===== src/rtl/wb_regfile.sv =====
// Writeback stage: selects and formats the MEM/WB result, commits it to the
// architectural register file, serves two bypassed read ports and a forward register.
module wb_regfile #(
  parameter int unsigned DATA_W = 16,
  parameter int unsigned NREGS  = 8
) (
  input  logic                       clk,
  input  logic                       rst,
  input  logic [DATA_W-1:0]          dataFromMemory_WB,
  input  logic [DATA_W-1:0]          MEMWB_ALU_result_wB,
  input  logic [$clog2(NREGS)-1:0]   MEMWB_Rdst_address_WB,
  input  logic                       MEMWB_memRead_WB,
  input  logic                       MEMWB_WB,
  input  logic [1:0]                 shmnt_WB,
  input  logic                       Pop_WB,
  input  logic [$clog2(NREGS)-1:0]   rs_addr,
  input  logic [$clog2(NREGS)-1:0]   rt_addr,
  output logic [DATA_W-1:0]          rs_data,
  output logic [DATA_W-1:0]          rt_data,
  output logic                       wb_en,
  output logic [$clog2(NREGS)-1:0]   wb_addr,
  output logic [DATA_W-1:0]          wb_data,
  output logic                       fwd_valid,
  output logic [$clog2(NREGS)-1:0]   fwd_addr,
  output logic [DATA_W-1:0]          fwd_data
);

  localparam int unsigned ADDR_W = $clog2(NREGS);
  localparam int unsigned HALF_W = DATA_W / 2;

  logic [DATA_W-1:0] src;
  logic [DATA_W-1:0] regs [NREGS];

  // Source select and byte formatting of the writeback word
  always_comb begin
    src     = (MEMWB_memRead_WB || Pop_WB) ? dataFromMemory_WB : MEMWB_ALU_result_wB;
    wb_data = src;
    case (shmnt_WB)
      2'b01:   wb_data = DATA_W'(src[HALF_W-1:0]);
      2'b10:   wb_data = DATA_W'(src[DATA_W-1:HALF_W]);
      2'b11:   wb_data = {{HALF_W{src[HALF_W-1]}}, src[HALF_W-1:0]};
      default: wb_data = src;
    endcase
  end

  assign wb_en   = MEMWB_WB;
  assign wb_addr = MEMWB_Rdst_address_WB;

  // Read ports; the qualifying wb_en keeps X on idle data inputs off the read path
  always_comb begin
    rs_data = regs[rs_addr];
    rt_data = regs[rt_addr];
    if (wb_en && (rs_addr == wb_addr)) rs_data = wb_data;
    if (wb_en && (rt_addr == wb_addr)) rt_data = wb_data;
  end

  // Register file storage; R0 is an ordinary register
  always_ff @(posedge clk) begin
    if (rst) begin
      for (int unsigned i = 0; i < NREGS; i++) regs[i] <= '0;
    end else if (wb_en) begin
      regs[wb_addr] <= wb_data;
    end
  end

  // One-cycle registered copy of the last commit for the forwarding unit
  always_ff @(posedge clk) begin
    if (rst) begin
      fwd_valid <= 1'b0;
      fwd_addr  <= ADDR_W'(0);
      fwd_data  <= DATA_W'(0);
    end else begin
      fwd_valid <= wb_en;
      if (wb_en) begin
        fwd_addr <= wb_addr;
        fwd_data <= wb_data;
      end
    end
  end

endmodule

===== config.mk =====
export PLATFORM = sky130hd
export DESIGN_NAME = wb_regfile
export DESIGN_NICKNAME = d
export VERILOG_FILES = /design/src/rtl/wb_regfile.sv
export SDC_FILE = /design/constraint.sdc
export NUM_CORES = 1
export LEC_CHECK = 0
export CORE_MARGIN = 5
export CORE_UTILIZATION = 45
export DETAILED_ROUTE_END_ITERATION = 7
export HOLD_SLACK_MARGIN = 0.1
export PLACE_DENSITY = 0.74
export RECOVER_POWER = 25
export SETUP_SLACK_MARGIN = 0.05
export SYNTH_ARGS = -nofsm -noshare
export SYNTH_HDL_FRONTEND = slang
export SYNTH_SLANG_ARGS = --single-unit

===== constraint.sdc =====
create_clock -name clk -period 1.67 [get_ports clk]
set_input_delay 0.167 -clock clk [delete_from_list [all_inputs] [get_ports clk]]
set_output_delay 0.167 -clock clk [all_outputs]
set_load 0.02 [all_outputs]

==> results.py, run 1 <==
metrics = {
    "status": {
        "outcome": "finished, violations left",
        "violations": "setup timing",
    },
    "routing": {
        "routed_wl_um": 26900,
        "viasPerCell": 6.01,
        "drcViolationCount": 0,
        "wl_per_cell_um": 25.2,
        "drtAntennaViolNets": 0,
        "firstDrtPassIters": 5,
        "drtIter0Drc": 818,
        "via_count": 6411,
    },
    "global_route": {
        "grt-ovfl-total": 0,
        "grtUsageTotal_pct": 24.8,
        "grt_max_degree": 30,
        "antenna_found_initial": 0,
        "grt_pass1_vias": 6691,
        "grt_pass1_wl_um": 40400,
    },
    "synthesis": {
        "ys_seq_area_share_pct": 50.0,
        "ys_types": 35,
        "synth_seq_cells": 148,
        "syn_area_per_cell_sq_um": 13.4,
        "synth_top_area_cell": "edfxtp_1",
        "synth_nets": 682,
        "synth_cells": 634,
        "synth-warning-count": 0,
        "synth.area.top_cells": "edfxtp_1 45%, mux4_1 15%, nor2_1 6.2%, dfxtp_1 4.7%, mux2_2 4.5%",
        "synth_area_sq_mm": 0.00848,
        "yosys.area.top_type_share_pct": 45.3,
    },
    "worst_hold_path": {
        "hold_path.class": "in -> reg",
    },
    "die": {
        "die_area_sq_mm": 0.0217,
        "die_w_um": 147,
        "initial_core_util_pct": 45.5,
        "die_h_um": 147,
        "row_count": 50,
        "io_pins": 120,
        "core_sq_mm": 0.0186,
    },
    "layout": {
        "final_nets": 868,
        "syn_to_final_growth_pct": 35.1,
        "post-route-util_pct": 61.5,
        "antenna_cells": 0,
        "drive_gt1_share_pct": 45.5,
        "final_cells": 1067,
    },
    "clocking": {
        "cts_htree_levels": 4,
        "ctsLongestPathBuffers": 2,
        "cts_root_buf": "clkbuf_16",
        "cts_inserted_buffers": 17,
        "cts.sinks": 148,
        "cts_tree": "yes",
        "insertion_delay_ns": 0.42,
        "clkTransAtPathRegs_ns": 0.06,
    },
    "power": {
        "ir_drop_mv": 0.674,
        "power_density_mw_per_mm2": 947,
        "power.leakage_nw": 4.47,
        "p_sw_mw": 3.11,
        "p_int_mw": 7.74,
        "power_frac_clock_pct": 34.9,
        "pwr-share-seq_pct": 40.4,
        "swShare_pct": 28.7,
        "combPwrFrac_pct": 24.7,
    },
    "timing": {
        "rsz0062_at_grt": "yes",
        "fin_crit_ns": 2.16,
        "fin_ws_ns": -0.487,
        "finalSetupViolations": 142,
        "slew_viol_final": 0,
        "max_slew_margin_pct": 71.5,
        "fmax_ghz": 0.464,
        "hold_viol_final": 0,
        "fin_skew_ns": 0,
        "finalCritPeriodShare_pct": 129,
        "worst_pin_slew_ns": 0.427,
        "hold_ws_ns": 0.343,
    },
    "critical_path": {
        "cp_cell_sequence": "mux4_4 -> mux2_4 -> nand2_2 -> o21ai_1 -> buf_4",
        "crit_type": "reg -> out",
        "cp-end-kind": "output port",
        "cp_slowest_cell": "mux4_4",
        "setup.worst_path.start_class": "flop",
        "cp_max_fo": 2,
        "required_ns": 1.50,
        "crit_arrival_ns": 1.99,
        "slowest_delay_ns": 0.60,
        "r2r_slack_ns": 0.96,
    },
    "place": {
        "portBuffers": 119,
        "dp_hpwl_um": 17900,
        "dp_cells": 1017,
        "gp_congestion": 0.877,
    },
    "run": {
        "maxCapViolCount": 0,
    },
}
==> logic make-up (layout without fill, tap and decap cells) <==
group / count (synthesis) / after routing / share of synthesized area, %
buffers and inverters: 85 / 284 / 6.98
DFF: 148 / 148 / 50.0
AOI/OAI and AO/OA: 58 / 58 / 4.22
xor gates and xnor gates: 6 / 6 / 0.620
and+or+nand+nor: 206 / 206 / 10.1
muxes: 131 / 131 / 28.0
==> cells in the final DEF, fill, tap and decap left out, drive strengths merged, types with 5 or more instances in the layout <==
cell type      count
mux4              64
clkdlybuf4s50     52
o21a               9
dfxtp             20
inv               27
dlygate4sd2        6
xnor2              6
edfxtp           128
clkbuf            25
o21ai             32
a211oi             8
nor2             142
o22ai              8
nand2             35
nand2b            17
buf              161
mux2              40
mux2i             27
dlygate4sd3        5
==> critical path, delay by kind of cell (launching register included) <==
| kind | cells | cell delay (ns) |
|---|---|---|
| DFF | 1 | 0.41 |
| buffers and inverters | 1 | 0.16 |
| AOI/OAI and AO/OA | 1 | 0.06 |
| muxes | 2 | 0.89 |
| and+or+nand+nor | 1 | 0.05 |
==> registers in the layout, indices dropped and copies added (netlist names) <==
signal,count
fwd_valid,1
regs,128
fwd_addr,3
fwd_data,16
==> final timing paths <==
kind	start	to	cells after the start
worst min register to register	fwd_data[10]	fwd_data[10]	2
worst min-delay path	shmnt_WB[0]	fwd_data[13]	4
worst max-delay path	regs[0][15]	rs_data[15]	5
worst max register to register	fwd_data[15]	fwd_data[15]	2
==> per-layer routing <==
metal,up-vias,GRT usage (%),routed length (um),share of wire [%]
li1,2702,-,-,-
met1,3180,30.7,9900,37
met5,-,0,0,0
met3,74,7.80,2940,11
met4,0,7.88,773,2.9
met2,455,41.8,13300,49
==> synthesized netlist by cell type <==
cell and count:
nor2_1 140, o211ai_1 1, or2_2 1, mux2_4 6, buf_6 18, nor2_2 1, buf_12 2, mux4_2 13
o21a_1 9, clkbuf_8 6, dfxtp_1 20, o22ai_2 2, clkbuf_1 15, nand4_2 1, buf_2 21, mux2i_1 27
xnor2_1 6, nor2b_2 1, nand4_1 2, nor2b_1 2, o21ai_1 32, mux4_4 1, inv_1 17, edfxtp_1 128
nand2_1 35, nand3_1 4, nor3b_1 1, o22ai_1 6, a211oi_1 8, buf_4 5, nor2_4 1, nand2b_1 17
buf_1 1, mux2_2 34, mux4_1 50
==> power by group through the flow <==
stage	Sequential, mW	Combinational, mW	Clock (mW)
2_1_floorplan	4.42	1.26	0
3_3_place_gp	4.41	2.32	0
3_5_place_dp	4.44	2.35	0
4_1_cts	4.37	2.54	3.81
5_1_grt	4.40	2.81	3.99
6_report	4.38	2.68	3.78
==> stage by stage <==
| stage | setup WS, ns | total power, mW | cell area, sq um | setup TNS (ns) |
|---|---|---|---|---|
| global placement | -0.823 | 6.73 | 10500 | -131.66 |
| floorplan | 0.0754 | 5.68 | 8500 | 0 |
| CTS | -0.491 | 10.7 | 11300 | -12.19 |
| finish | -0.487 | 10.8 | 11500 | -15.95 |
| detailed placement | -0.827 | 6.79 | 10500 | -144.01 |
| global route | -0.524 | 11.2 | 11500 | -31.06 |
==> area by class of cell <==
type                    count  area, sq um
clock inverters            15          158
inverters                  17         71.3
fillers                  1343         7190
clock buffers              17          425
well taps                 234          293
multi-input cells         401         3850
flip-flops and latches    148         4240
repair buffers            235         2420
==> timing repair <==
item,in CTS,in global routing
buffers inserted,15,1
pin swaps,26,8
resized for setup,393,69
setup endpoints to repair,233,184
cloned,3,0
hold buffers,0,0
(Power assumes the default switching activity.)
==> run 2, diff against run 1 <==
Settings changed: CAP_MARGIN set to 20.
==> results of run 2 <==
The final DEF is identical to that of run 1; final timing and power are the same.
==> run 3, diff against run 2 <==
Settings changed: PLACE_DENSITY 0.74 to 0.75.
==> run 3 against run 2 <==
  * The run still ends with setup timing left
  * Final cell count down 0.84%
  * Highest routed layer unchanged
  * Critical path depth up 1
  * Core utilization down 0.52 points
  * First-iteration DRC count up 9.5%
  * Routed wire length up 1.4%
  * Via count down 0.17%
  * Non-clock buffer count down 10
  * Sequential share of layout area up 0.31 points
  * Setup slack worse by 0.0045 ns
  * Largest cell class unchanged
==> results.py, run 3 (same netlist as run 1, synthesis figures left out) <==
metrics = {
    "critical_path": {
        "required_ns": 1.50,
        "cp_max_fo": 2,
        "setup.worst_path.start_class": "flop",
        "r2r-start": "fwd_data[8]",
        "cp-end-kind": "output port",
        "crit_type": "reg -> out",
        "crit_arrival_ns": 1.99,
        "critPathLaunch": "regs[1][12]",
    },
    "clocking": {
        "cts_inserted_buffers": 17,
        "clkTransAtPathRegs_ns": 0.07,
        "insertion_delay_ns": 0.42,
        "postCtsHoldBufs": 0,
        "cts_htree_levels": 4,
        "ctsLongestPathBuffers": 2,
        "cts_root_buf": "clkbuf_16",
        "cts_tree": "yes",
        "cts.sinks": 148,
    },
    "timing": {
        "fmax_ghz": 0.463,
        "worst_pin_slew_ns": 0.616,
        "hold_viol_final": 0,
        "slew_viol_final": 0,
        "hold_ws_ns": 0.288,
        "rsz0062_at_grt": "yes",
        "finalSetupViolations": 189,
        "fin_skew_ns": 0,
        "fin_ws_ns": -0.492,
        "fin_crit_ns": 2.16,
        "max_slew_margin_pct": 58.9,
        "finalCritPeriodShare_pct": 129,
    },
    "worst_hold_path": {
        "hold_path.class": "in -> reg",
        "hold_path.startpoint": "MEMWB_WB",
    },
    "global_route": {
        "grt_pass1_vias": 6555,
        "grtUsageTotal_pct": 25.0,
        "grt_max_degree": 34,
        "antenna_found_initial": 2,
        "grt_pass1_wl_um": 40500,
        "grt-ovfl-total": 0,
    },
    "place": {
        "dp_slack_ns": -0.879,
        "gp_congestion": 0.851,
        "dp_hpwl_um": 17900,
        "portBuffers": 119,
    },
    "die": {
        "row_count": 50,
        "die_w_um": 147,
        "io_pins": 120,
        "initial_core_util_pct": 45.5,
        "die_h_um": 147,
        "core_sq_mm": 0.0186,
        "die_area_sq_mm": 0.0217,
    },
    "routing": {
        "viasPerCell": 6.05,
        "via_count": 6400,
        "routed_wl_um": 27300,
        "firstDrtPassIters": 5,
        "drtAntennaViolNets": 0,
        "wl_per_cell_um": 25.8,
        "drcViolationCount": 0,
        "drtIter0Drc": 896,
    },
    "power": {
        "ir_drop_mv": 0.654,
        "power_density_mw_per_mm2": 971,
        "p_total_mw": 11.0,
        "power.leakage_nw": 4.37,
    },
    "layout": {
        "syn_to_final_growth_pct": 33.9,
        "drive_gt1_share_pct": 44.5,
        "max_flop_register": "regs",
        "final_common_cell": "nor2_1",
        "top_regs": "regs (128), fwd_data (16), fwd_addr (3)",
        "final_cell_mix": "142 x nor2_1, 128 x edfxtp_1, 67 x buf_4, 60 x mux4_2, 56 x clkdlybuf4s50_1",
        "largest_reg_flops": 128,
        "final_nets": 858,
        "fillers": 1334,
        "post-route-util_pct": 60.9,
    },
    "status": {
        "outcome": "finished, violations left",
        "violations": "setup timing",
    },
    "run": {
        "maxCapViolCount": 0,
    },
}
run 3: cell types whose count changed in the layout (fill, tap and decap cells not counted), sizes merged, moves of 4 or more:
cell | previous run | this run
buf | 161 | 147
clkbuf | 25 | 32
clkdlybuf4s50 | 52 | 56
dlygate4sd3 | 5 | 1
inv | 27 | 19
run 3: what timing repair did:
item	CTS	global route
setup buffers	8	11
pin swaps	17	12
endpoints found under the setup margin	234	303
gates cloned	3	0
resized for setup	348	114
run 3: area by class of cell:
class / instances / area, sq um / area share [%]
Inverter: 17 / 73.8 / 0.650
Antenna cell: 1 / 2.50 / 0.0220
Multi-Input combinational cell: 401 / 3820 / 33.6
Timing Repair Buffer: 225 / 2310 / 20.3
Clock inverter: 13 / 174 / 1.53
Clock buffer: 19 / 443 / 3.90
Sequential cell: 148 / 4240 / 37.4
Tap cell: 234 / 293 / 2.58
run 3: metrics by stage:
step	TNS, ns	instances	area, sq um
5_1_grt	-26.70	1057	11400
6_report	-19.55	1058	11400
2_1_floorplan	0	634	8500
4_1_cts	-14.50	1046	11000
3_3_place_gp	-130.39	1003	10400
3_5_place_dp	-142.37	1003	10400
run 3: layer usage:
| metal | track usage (%) | share of wire (%) | vias to the layer above | routed length (um) |
|---|---|---|---|---|
| li1 | - | - | 2691 | - |
| met1 | 30.6 | 36 | 3181 | 9780 |
| met2 | 42.5 | 50 | 463 | 13600 |
| met3 | 6.57 | 11 | 65 | 2910 |
| met4 | 9.83 | 3.6 | 0 | 988 |
| met5 | 0 | 0 | - | 0 |
run 3: power by group:
part / leakage (nW) / internal (mW) / switching [mW]
Sequential: 1.39 / 4.25 / 0.138
Clock: 0.291 / 2.41 / 1.60
Combinational: 2.69 / 1.33 / 1.30
run 3: path summary, 6_finish.rpt:
| kind | endpoint | slack (ns) | cells past startpoint |
|---|---|---|---|
| max | rt_data[12] | -0.49 | 6 |
| min | fwd_data[10] | 0.29 | 3 |
| max reg2reg | fwd_data[8] | 0.91 | 2 |
| min reg2reg | fwd_data[14] | 0.48 | 2 |
run 3: critical path, stage by stage, from the launching register on:
cell and delay [ns]:
edfxtp_1 0.42, buf_4 0.16, mux4_2 0.44, mux2_4 0.29, nand2_2 0.07, o21ai_2 0.06, buf_6 0.13
